$ cat config.mk
export PLATFORM = sky130hd
export DESIGN_NAME = object_fetch_scheduler
export DESIGN_NICKNAME = d
export VERILOG_FILES = /design/src/rtl/object_fetch_scheduler.sv
export SDC_FILE = /design/constraint.sdc
export NUM_CORES = 1
export LEC_CHECK = 0
export ABC_CLOCK_PERIOD_IN_PS = 3000
export BUFFER_PORTS_ARGS = -buffer_cell sky130_fd_sc_hd__buf_2
export CAP_MARGIN = 20
export CELL_PAD_IN_SITES_DETAIL_PLACEMENT = 0
export CELL_PAD_IN_SITES_GLOBAL_PLACEMENT = 1
export CORE_MARGIN = 5
export CORE_UTILIZATION = 51
export CTS_CLUSTER_SIZE = 30
export DETAILED_ROUTE_END_ITERATION = 8
export PLACE_DENSITY_LB_ADDON = 0.1
export SLEW_MARGIN = 20
export SYNTH_ARGS = -nofsm -noshare
export SYNTH_HDL_FRONTEND = slang
export SYNTH_SLANG_ARGS = --single-unit
$ cat constraint.sdc
create_clock -name clk_in -period 3 [get_ports clk_in]
set_clock_uncertainty 0.05 [all_clocks]
set_input_delay 0.6 -clock clk_in [delete_from_list [all_inputs] [get_ports clk_in]]
set_output_delay 0.6 -clock clk_in [all_outputs]
set_load 0.03 [all_outputs]
$ cat src/rtl/object_fetch_scheduler.sv
// object_fetch_scheduler: walks a small object table once per frame and issues one fetch job per enabled object.
// Define OBJ_SCHED_TIMEOUT_EN to build the WAIT-state watchdog (abort_out / timeout_err_out); otherwise both are tied low.

module object_fetch_scheduler #(
  parameter int MAX_OBJS       = 8,
  parameter int ADDR_W         = 12,
  parameter int TIMEOUT_CYCLES = 65535,
  localparam int ID_W          = (MAX_OBJS > 1) ? $clog2(MAX_OBJS) : 1
) (
  input  logic              clk_in,
  input  logic              rst_in,
  input  logic              frame_start_in,
  input  logic              cfg_we_in,
  input  logic [ID_W-1:0]   cfg_addr_in,
  input  logic [2*ADDR_W:0] cfg_data_in,
  output logic              fetch_start_out,
  output logic [ADDR_W-1:0] facet_base_out,
  output logic [ADDR_W-1:0] facet_count_out,
  output logic [ID_W-1:0]   obj_id_out,
  input  logic              fetch_done_in,
  output logic              busy_out,
  output logic              frame_done_out,
  output logic              overrun_out,
  output logic              abort_out,
  output logic              timeout_err_out
);

  localparam int IDX_W = $clog2(MAX_OBJS + 1);

  if (MAX_OBJS < 1 || MAX_OBJS > 16 || TIMEOUT_CYCLES < 1 || TIMEOUT_CYCLES > 65535) begin : g_param_check
    $error("object_fetch_scheduler: parameter out of range");
  end

  typedef enum logic [2:0] {
    S_IDLE,
    S_SCAN,
    S_ISSUE,
    S_WAIT,
    S_DONE
  } state_t;

  state_t state, state_nxt;

  logic [IDX_W-1:0]  idx, idx_nxt;
  logic [ID_W-1:0]   idx_lo;
  logic              idx_end;
  logic              entry_valid;
  logic              load_job;
  logic              wd_expire;
  logic              wd_abort;

  logic              en_tab    [MAX_OBJS];
  logic [ADDR_W-1:0] base_tab  [MAX_OBJS];
  logic [ADDR_W-1:0] count_tab [MAX_OBJS];

  // Object table: plain flops, so a SCAN reading an entry being written this cycle sees the old value.
  always_ff @(posedge clk_in) begin
    if (rst_in) begin
      for (int i = 0; i < MAX_OBJS; i++) begin
        en_tab[i]    <= 1'b0;
        base_tab[i]  <= '0;
        count_tab[i] <= '0;
      end
    end else if (cfg_we_in && (int'(cfg_addr_in) < MAX_OBJS)) begin
      en_tab[cfg_addr_in]    <= cfg_data_in[2*ADDR_W];
      base_tab[cfg_addr_in]  <= cfg_data_in[2*ADDR_W-1:ADDR_W];
      count_tab[cfg_addr_in] <= cfg_data_in[ADDR_W-1:0];
    end
  end

  assign idx_lo      = idx[ID_W-1:0];
  assign idx_end     = (int'(idx) >= MAX_OBJS);
  assign entry_valid = !idx_end && en_tab[idx_lo] && (count_tab[idx_lo] != '0);

`ifdef OBJ_SCHED_TIMEOUT_EN
  logic [15:0] wd_cnt;

  // Counter holds 0 on the first WAIT cycle, so the limit is hit on WAIT cycle number TIMEOUT_CYCLES.
  always_ff @(posedge clk_in) begin
    if (rst_in) begin
      wd_cnt          <= '0;
      timeout_err_out <= 1'b0;
    end else begin
      if (state == S_ISSUE) begin
        wd_cnt <= '0;
      end else if (state == S_WAIT) begin
        wd_cnt <= wd_cnt + 16'd1;
      end
      if (wd_abort) begin
        timeout_err_out <= 1'b1;
      end
    end
  end

  assign wd_expire = (state == S_WAIT) && (wd_cnt == 16'(TIMEOUT_CYCLES - 1));
  assign abort_out = wd_abort;
`else
  assign wd_expire       = 1'b0;
  assign abort_out       = 1'b0;
  assign timeout_err_out = 1'b0;
`endif

  always_comb begin
    state_nxt = state;
    idx_nxt   = idx;
    load_job  = 1'b0;
    wd_abort  = 1'b0;
    case (state)
      S_IDLE: begin
        if (frame_start_in) begin
          state_nxt = S_SCAN;
          idx_nxt   = '0;
        end
      end
      S_SCAN: begin
        if (idx_end) begin
          state_nxt = S_DONE;
        end else if (entry_valid) begin
          load_job  = 1'b1;
          state_nxt = S_ISSUE;
        end else begin
          idx_nxt = idx + 1'b1;
        end
      end
      S_ISSUE: begin
        state_nxt = S_WAIT;
      end
      S_WAIT: begin
        // A done arriving on the timeout cycle takes priority over the abort.
        if (fetch_done_in) begin
          idx_nxt   = idx + 1'b1;
          state_nxt = S_SCAN;
        end else if (wd_expire) begin
          wd_abort  = 1'b1;
          idx_nxt   = idx + 1'b1;
          state_nxt = S_SCAN;
        end
      end
      S_DONE: begin
        state_nxt = S_IDLE;
      end
      default: begin
        state_nxt = S_IDLE;
      end
    endcase
  end

  // Job registers hold their value until the next issue, decoupling them from later table writes.
  always_ff @(posedge clk_in) begin
    if (rst_in) begin
      state           <= S_IDLE;
      idx             <= '0;
      facet_base_out  <= '0;
      facet_count_out <= '0;
      obj_id_out      <= '0;
      overrun_out     <= 1'b0;
    end else begin
      state <= state_nxt;
      idx   <= idx_nxt;
      if (load_job) begin
        facet_base_out  <= base_tab[idx_lo];
        facet_count_out <= count_tab[idx_lo];
        obj_id_out      <= idx_lo;
      end
      if (frame_start_in && (state != S_IDLE)) begin
        overrun_out <= 1'b1;
      end
    end
  end

  assign fetch_start_out = (state == S_ISSUE);
  assign frame_done_out  = (state == S_DONE);
  assign busy_out        = (state != S_IDLE);

endmodule
Word level (Yosys, flattened, before mapping) --
Memory sizes are Yosys's and may differ from the RTL's. A register that Yosys moved wholly into a read port is not among the register bits. Cells that the tools add are included.
Storage, ports and cells: word-level logic and storage cells 63, output and inout bits 33, flip-flop bits (word level) 23, RAM bits 200, memories 3, ROM bits 0, latch bits 0
Operators by class: reduce and logical (&&, ||, !) cells 13, div/mod/pow operators 0, bitwise logic cells 0, shift operators 0, add/subtract/negate cells 1, equal/unequal tests 9, multiplexer cells 31, magnitude comparators 1, multiply operators 0
Memory list:
- base_tab | depth 8, bits a word 12, rd ports 1, clocked after memory_dff 1, wr ports 8, RTL line 53 | logic [ADDR_W-1:0] base_tab [MAX_OBJS];
- count_tab | depth 8, bits a word 12, rd ports 1, clocked after memory_dff 1, wr ports 8, RTL line 54 | logic [ADDR_W-1:0] count_tab [MAX_OBJS];
- en_tab | depth 8, bits a word 1, rd ports 1, clocked after memory_dff 1, wr ports 8, RTL line 52 | logic en_tab [MAX_OBJS];
Operators with widths (count):
- $mux 3 | 11
- $mux 12 | 2
- $reduce_or 12->1 | 2
- $mux 4 | 4
- $mux 1 | 12
- $pmux 3 s4 | 1
- $pmux 4 s3 | 1
- $reduce_bool 12->1 | 1
- $ne 2x2->1 const B | 4
- $eq 3x2->1 const B | 2
- $reduce_bool 3->1 | 2
- $reduce_and 5->1 | 1
- $add 4x1->4 const B | 1
- $ge 4x4->1 const B | 1
- $eq 3x1->1 const B | 1
- $eq 3x3->1 const B | 1
- $logic_and 1x1->1 | 3
- $logic_not 3->1 | 1
- $ne 3x3->1 const B | 1
- $reduce_and 3->1 | 1
- $logic_not 1->1 | 1
- $reduce_or 1->1 | 1

Depth between registers and ports, before layout --
word-level depth 9, mapped depth 10, gate-level depth less buffers 6

Worst setup path before layout --
Ideal clock, no wire load.
kind register -> register, from register (tool-made name), to register facet_base_out[0], read port of base_tab, setup time 121 ps, path buffers 3, arrival 2380 ps, stages on the path, launching flop included 10, setup slack 448 ps, clock period less this slack 2552 ps, path through dfxtp_1 buf_6 buf_2 mux4_2 mux2i_1 nand4_1 nor4_4 a211o_4 buf_8 mux2_4
RTL lines:
- to (decl) | RTL line 17 | output logic [ADDR_W-1:0] facet_base_out,

==> flow_summary.toml <==
[die]
dieHeight_um = 156
die-area_um2 = 24400
core-area_um2 = 21000
die-width_um = 156
rows = 53
ios = 66
start_util_pct = 51.8

[placement]
dp_hpwl_mm = 14.8
place.gp.congestion = 0.801
placed_area_um2 = 11600
place.port_buffers = 63

[timing]
slew_violations = 0
period_needed_ps = 2870
rsz0062_at_grt = "true"
setup_viol = 0
worst_pin_slew_ps = 878
relSlewSlack_pct = 41.5
finalHoldViolations = 0
maxClockFrequency_ghz = 0.348
fin_crit_sh_pct = 95.7

[clock_tree]
ctsHoldBuffers = 0
cts_buffers = 26
clk_pin_slew_ps = 60
cts_sinks = 238
cts_root_buffer = "clkbuf_16"
cts_buffer_depth = 3
cts_resized = 0
clk_latency_ps = 530
tritoncts = "yes"
cts_max_level = 1

[setup_path]
slowest_delay_ps = 560
crit_top_cell = "buf_4"
worstSetupPathType = "flop to flop"
cp_max_fo = 23
crit_path_end_kind = "flop"
critPathBufInv = 3
critPathArrivalTime_ps = 3220
cp-start-kind = "flop"
crit_family = "multiplexers"
critPathSlowestCell = "mux4_1"
required_ps = 3350
r2r_slack_ps = 130
cp_cell_sequence = "buf_12 > mux4_1 > mux2i_1 > nand4_1 > buf_4 > nor4_4 > buf_4 > a211o_4 > mux2_2"

[detailed_routing]
via_count = 6246
wl_per_cell_um = 22.6
antenna_left = 0
post-route-drc-count = 0
firstDrtPassIters = 5
drtIter0Drc = 378
postRouteWirelength_mm = 25.2
routed_via_density = 5.61

[grt]
track_usage_pct = 21.1
antenna_found_initial = 0
grt_max_degree = 44
grt_first_pass_wirelength_mm = 38.8
grt-ovfl-total = 0
first_global_vias = 6555

[yosys]
synth.yosys.seq_area_share_pct = 62.1
ys_warn_count = 0
yosysUniqueCellTypes = 54
yosys_register_bits = 238
syn_inst = 741
avgSynthCellArea_um2 = 14.7
syn_area_um2 = 10900

[cells_and_area]
area_delta_synth_final_pct = 14.1
fin_nets = 852
post-route-cell-area_um2 = 12400
final_util_pct = 59.1
drive_gt1_share_pct = 24.6

[pwr]
power_density_nw_per_um2 = 612
p_leak_nw = 4.51
ir_drop_v = 0.000414

[flow_run]
max_cap_violations = 0

[run_status]
status = "complete, no violations"

[worst_hold_path]
hold_path_class = "input port to flop"
synth_stat cells, drive strengths merged:
master / count / area (um^2)
or4: 1 / 7.51
and3: 1 / 6.26
buf: 16 / 139
nor2: 31 / 116
a31oi: 2 / 12.5
a22oi: 1 / 7.51
nor4: 2 / 42.5
or2: 8 / 50.1
o31ai: 1 / 7.51
nand2: 7 / 26.3
nand2b: 20 / 125
a21boi: 1 / 11.3
a211o: 2 / 26.3
nand3: 2 / 10.0
or3: 1 / 6.26
or3b: 2 / 17.5
o32ai: 2 / 17.5
or2b: 2 / 15.0
a221oi: 2 / 17.5
and2: 203 / 1270
conb: 1 / 3.75
mux2i: 31 / 310
nor2b: 21 / 131
a22o: 1 / 8.76
o2111a: 1 / 11.3
o311a: 1 / 10.0
dfxtp: 38 / 761
clkbuf: 30 / 113
a21oi: 4 / 20.0
mux4: 42 / 983
o211a: 1 / 10.0
nor3b: 1 / 7.51
o221a: 1 / 11.3
o22ai: 7 / 43.8
nand4: 1 / 6.26
nand4bb: 1 / 11.3
inv: 2 / 7.51
nand3b: 6 / 45.0
o21ai: 9 / 48.8
nor3: 4 / 20.0
ha: 2 / 25.0
edfxtp: 200 / 6010
mux2: 28 / 357
nor4b: 1 / 8.76
path summary, 6_finish.rpt:
check | startpoint | depth (start not counted) | to
worst min-delay path | frame_start_in | 3 | overrun_out
worst max-delay path | flop | 9 | facet_base_out[11]
worst min register to register | overrun_out | 2 | overrun_out
worst max register to register | flop | 9 | facet_base_out[11]
worst reg2reg max path, cell delays in order, from the launching register on:
cell and delay (ps):
dfxtp_1 360, buf_12 200, mux4_1 560, mux2i_1 240, nand4_1 130, buf_4 180
nor4_4 200, buf_4 180, a211o_4 280, mux2_2 380
metal layers:
| metal | wire length [um] | part of all wire (%) | global-route usage [%] | vias to the layer above |
|---|---|---|---|---|
| li1 | - | - | - | 2858 |
| met1 | 11400 | 45 | 31.2 | 3153 |
| met2 | 11400 | 45 | 32.9 | 199 |
| met3 | 1930 | 7.7 | 4.38 | 36 |
| met4 | 411 | 1.6 | 4.42 | 0 |
| met5 | 0 | 0 | 0 | - |
layout make-up:
class | count | area, um^2
antenna | 2 | 5.00
multi-input combinational | 456 | 3880
inverter | 2 | 7.51
clock inverter | 3 | 13.8
timing repair buffer | 93 | 616
fill | 1664 | 8590
clock buffer | 45 | 793
sequential | 238 | 6770
tap | 275 | 344
state kept, by name, summed over array words and instances, names as in the netlist, named ones only:
| register | cells |
|---|---|
| obj_id_out | 3 |
| idx | 4 |
| en_tab | 8 |
| state | 3 |
| facet_count_out | 12 |
| count_tab | 96 |
| base_tab | 96 |
| overrun_out | 1 |
| facet_base_out | 12 |
what timing repair did:
item / in CTS / in global routing
setup buffers: 0 / 2
endpoints found under the setup margin: 0 / 18
endpoints found under the hold margin: 0 / 0
report_power, final:
group / leakage (nW) / total, mW / switching [mW] / internal, mW
Clock: 0.393 / 3.01 / 1.24 / 1.78
Sequential: 2.23 / 3.86 / 0.0730 / 3.79
Combinational: 1.89 / 0.726 / 0.428 / 0.298
layout by cell type (no fill, tap or decap), types with 20 or more instances in the layout:
cell type and instances:
and2_1 202, buf_2 63, buf_4 24, clkbuf_16 27, dfxtp_1 37, edfxtp_1 200, mux2i_1 31, mux4_2 32
nand2b_1 20, nor2_1 31, nor2b_1 21
cell families (layout without fill, tap and decap cells):
| kind of cell | count (synthesis) | count (layout) | synth area share, % |
|---|---|---|---|
| simple gates | 315 | 315 | 17.7 |
| flops | 238 | 238 | 62.1 |
| mux | 101 | 101 | 15.2 |
| buf+inv | 48 | 143 | 2.38 |
| compound gates | 36 | 36 | 2.42 |
| fa+ha+maj | 2 | 2 | 0.230 |
| other cells | 1 | 4 | 0.0344 |
metrics by stage:
step | total power [mW] | hold slack [ps] | setup TNS (ps) | setup WS (ps) | instances
6_report | 7.60 | 288 | 0 | 130 | 1114
5_1_grt | 7.89 | 304 | -10.1 | -4.72 | 1112
4_1_cts | 7.67 | 280 | 0 | 25.9 | 1110
3_5_place_dp | 4.66 | 415 | 0 | 63.0 | 1062
3_3_place_gp | 4.64 | 402 | 0 | 115 | 1062
2_1_floorplan | 4.39 | 426 | 0 | 448 | 742
Power figures use the tool's default switching activity.
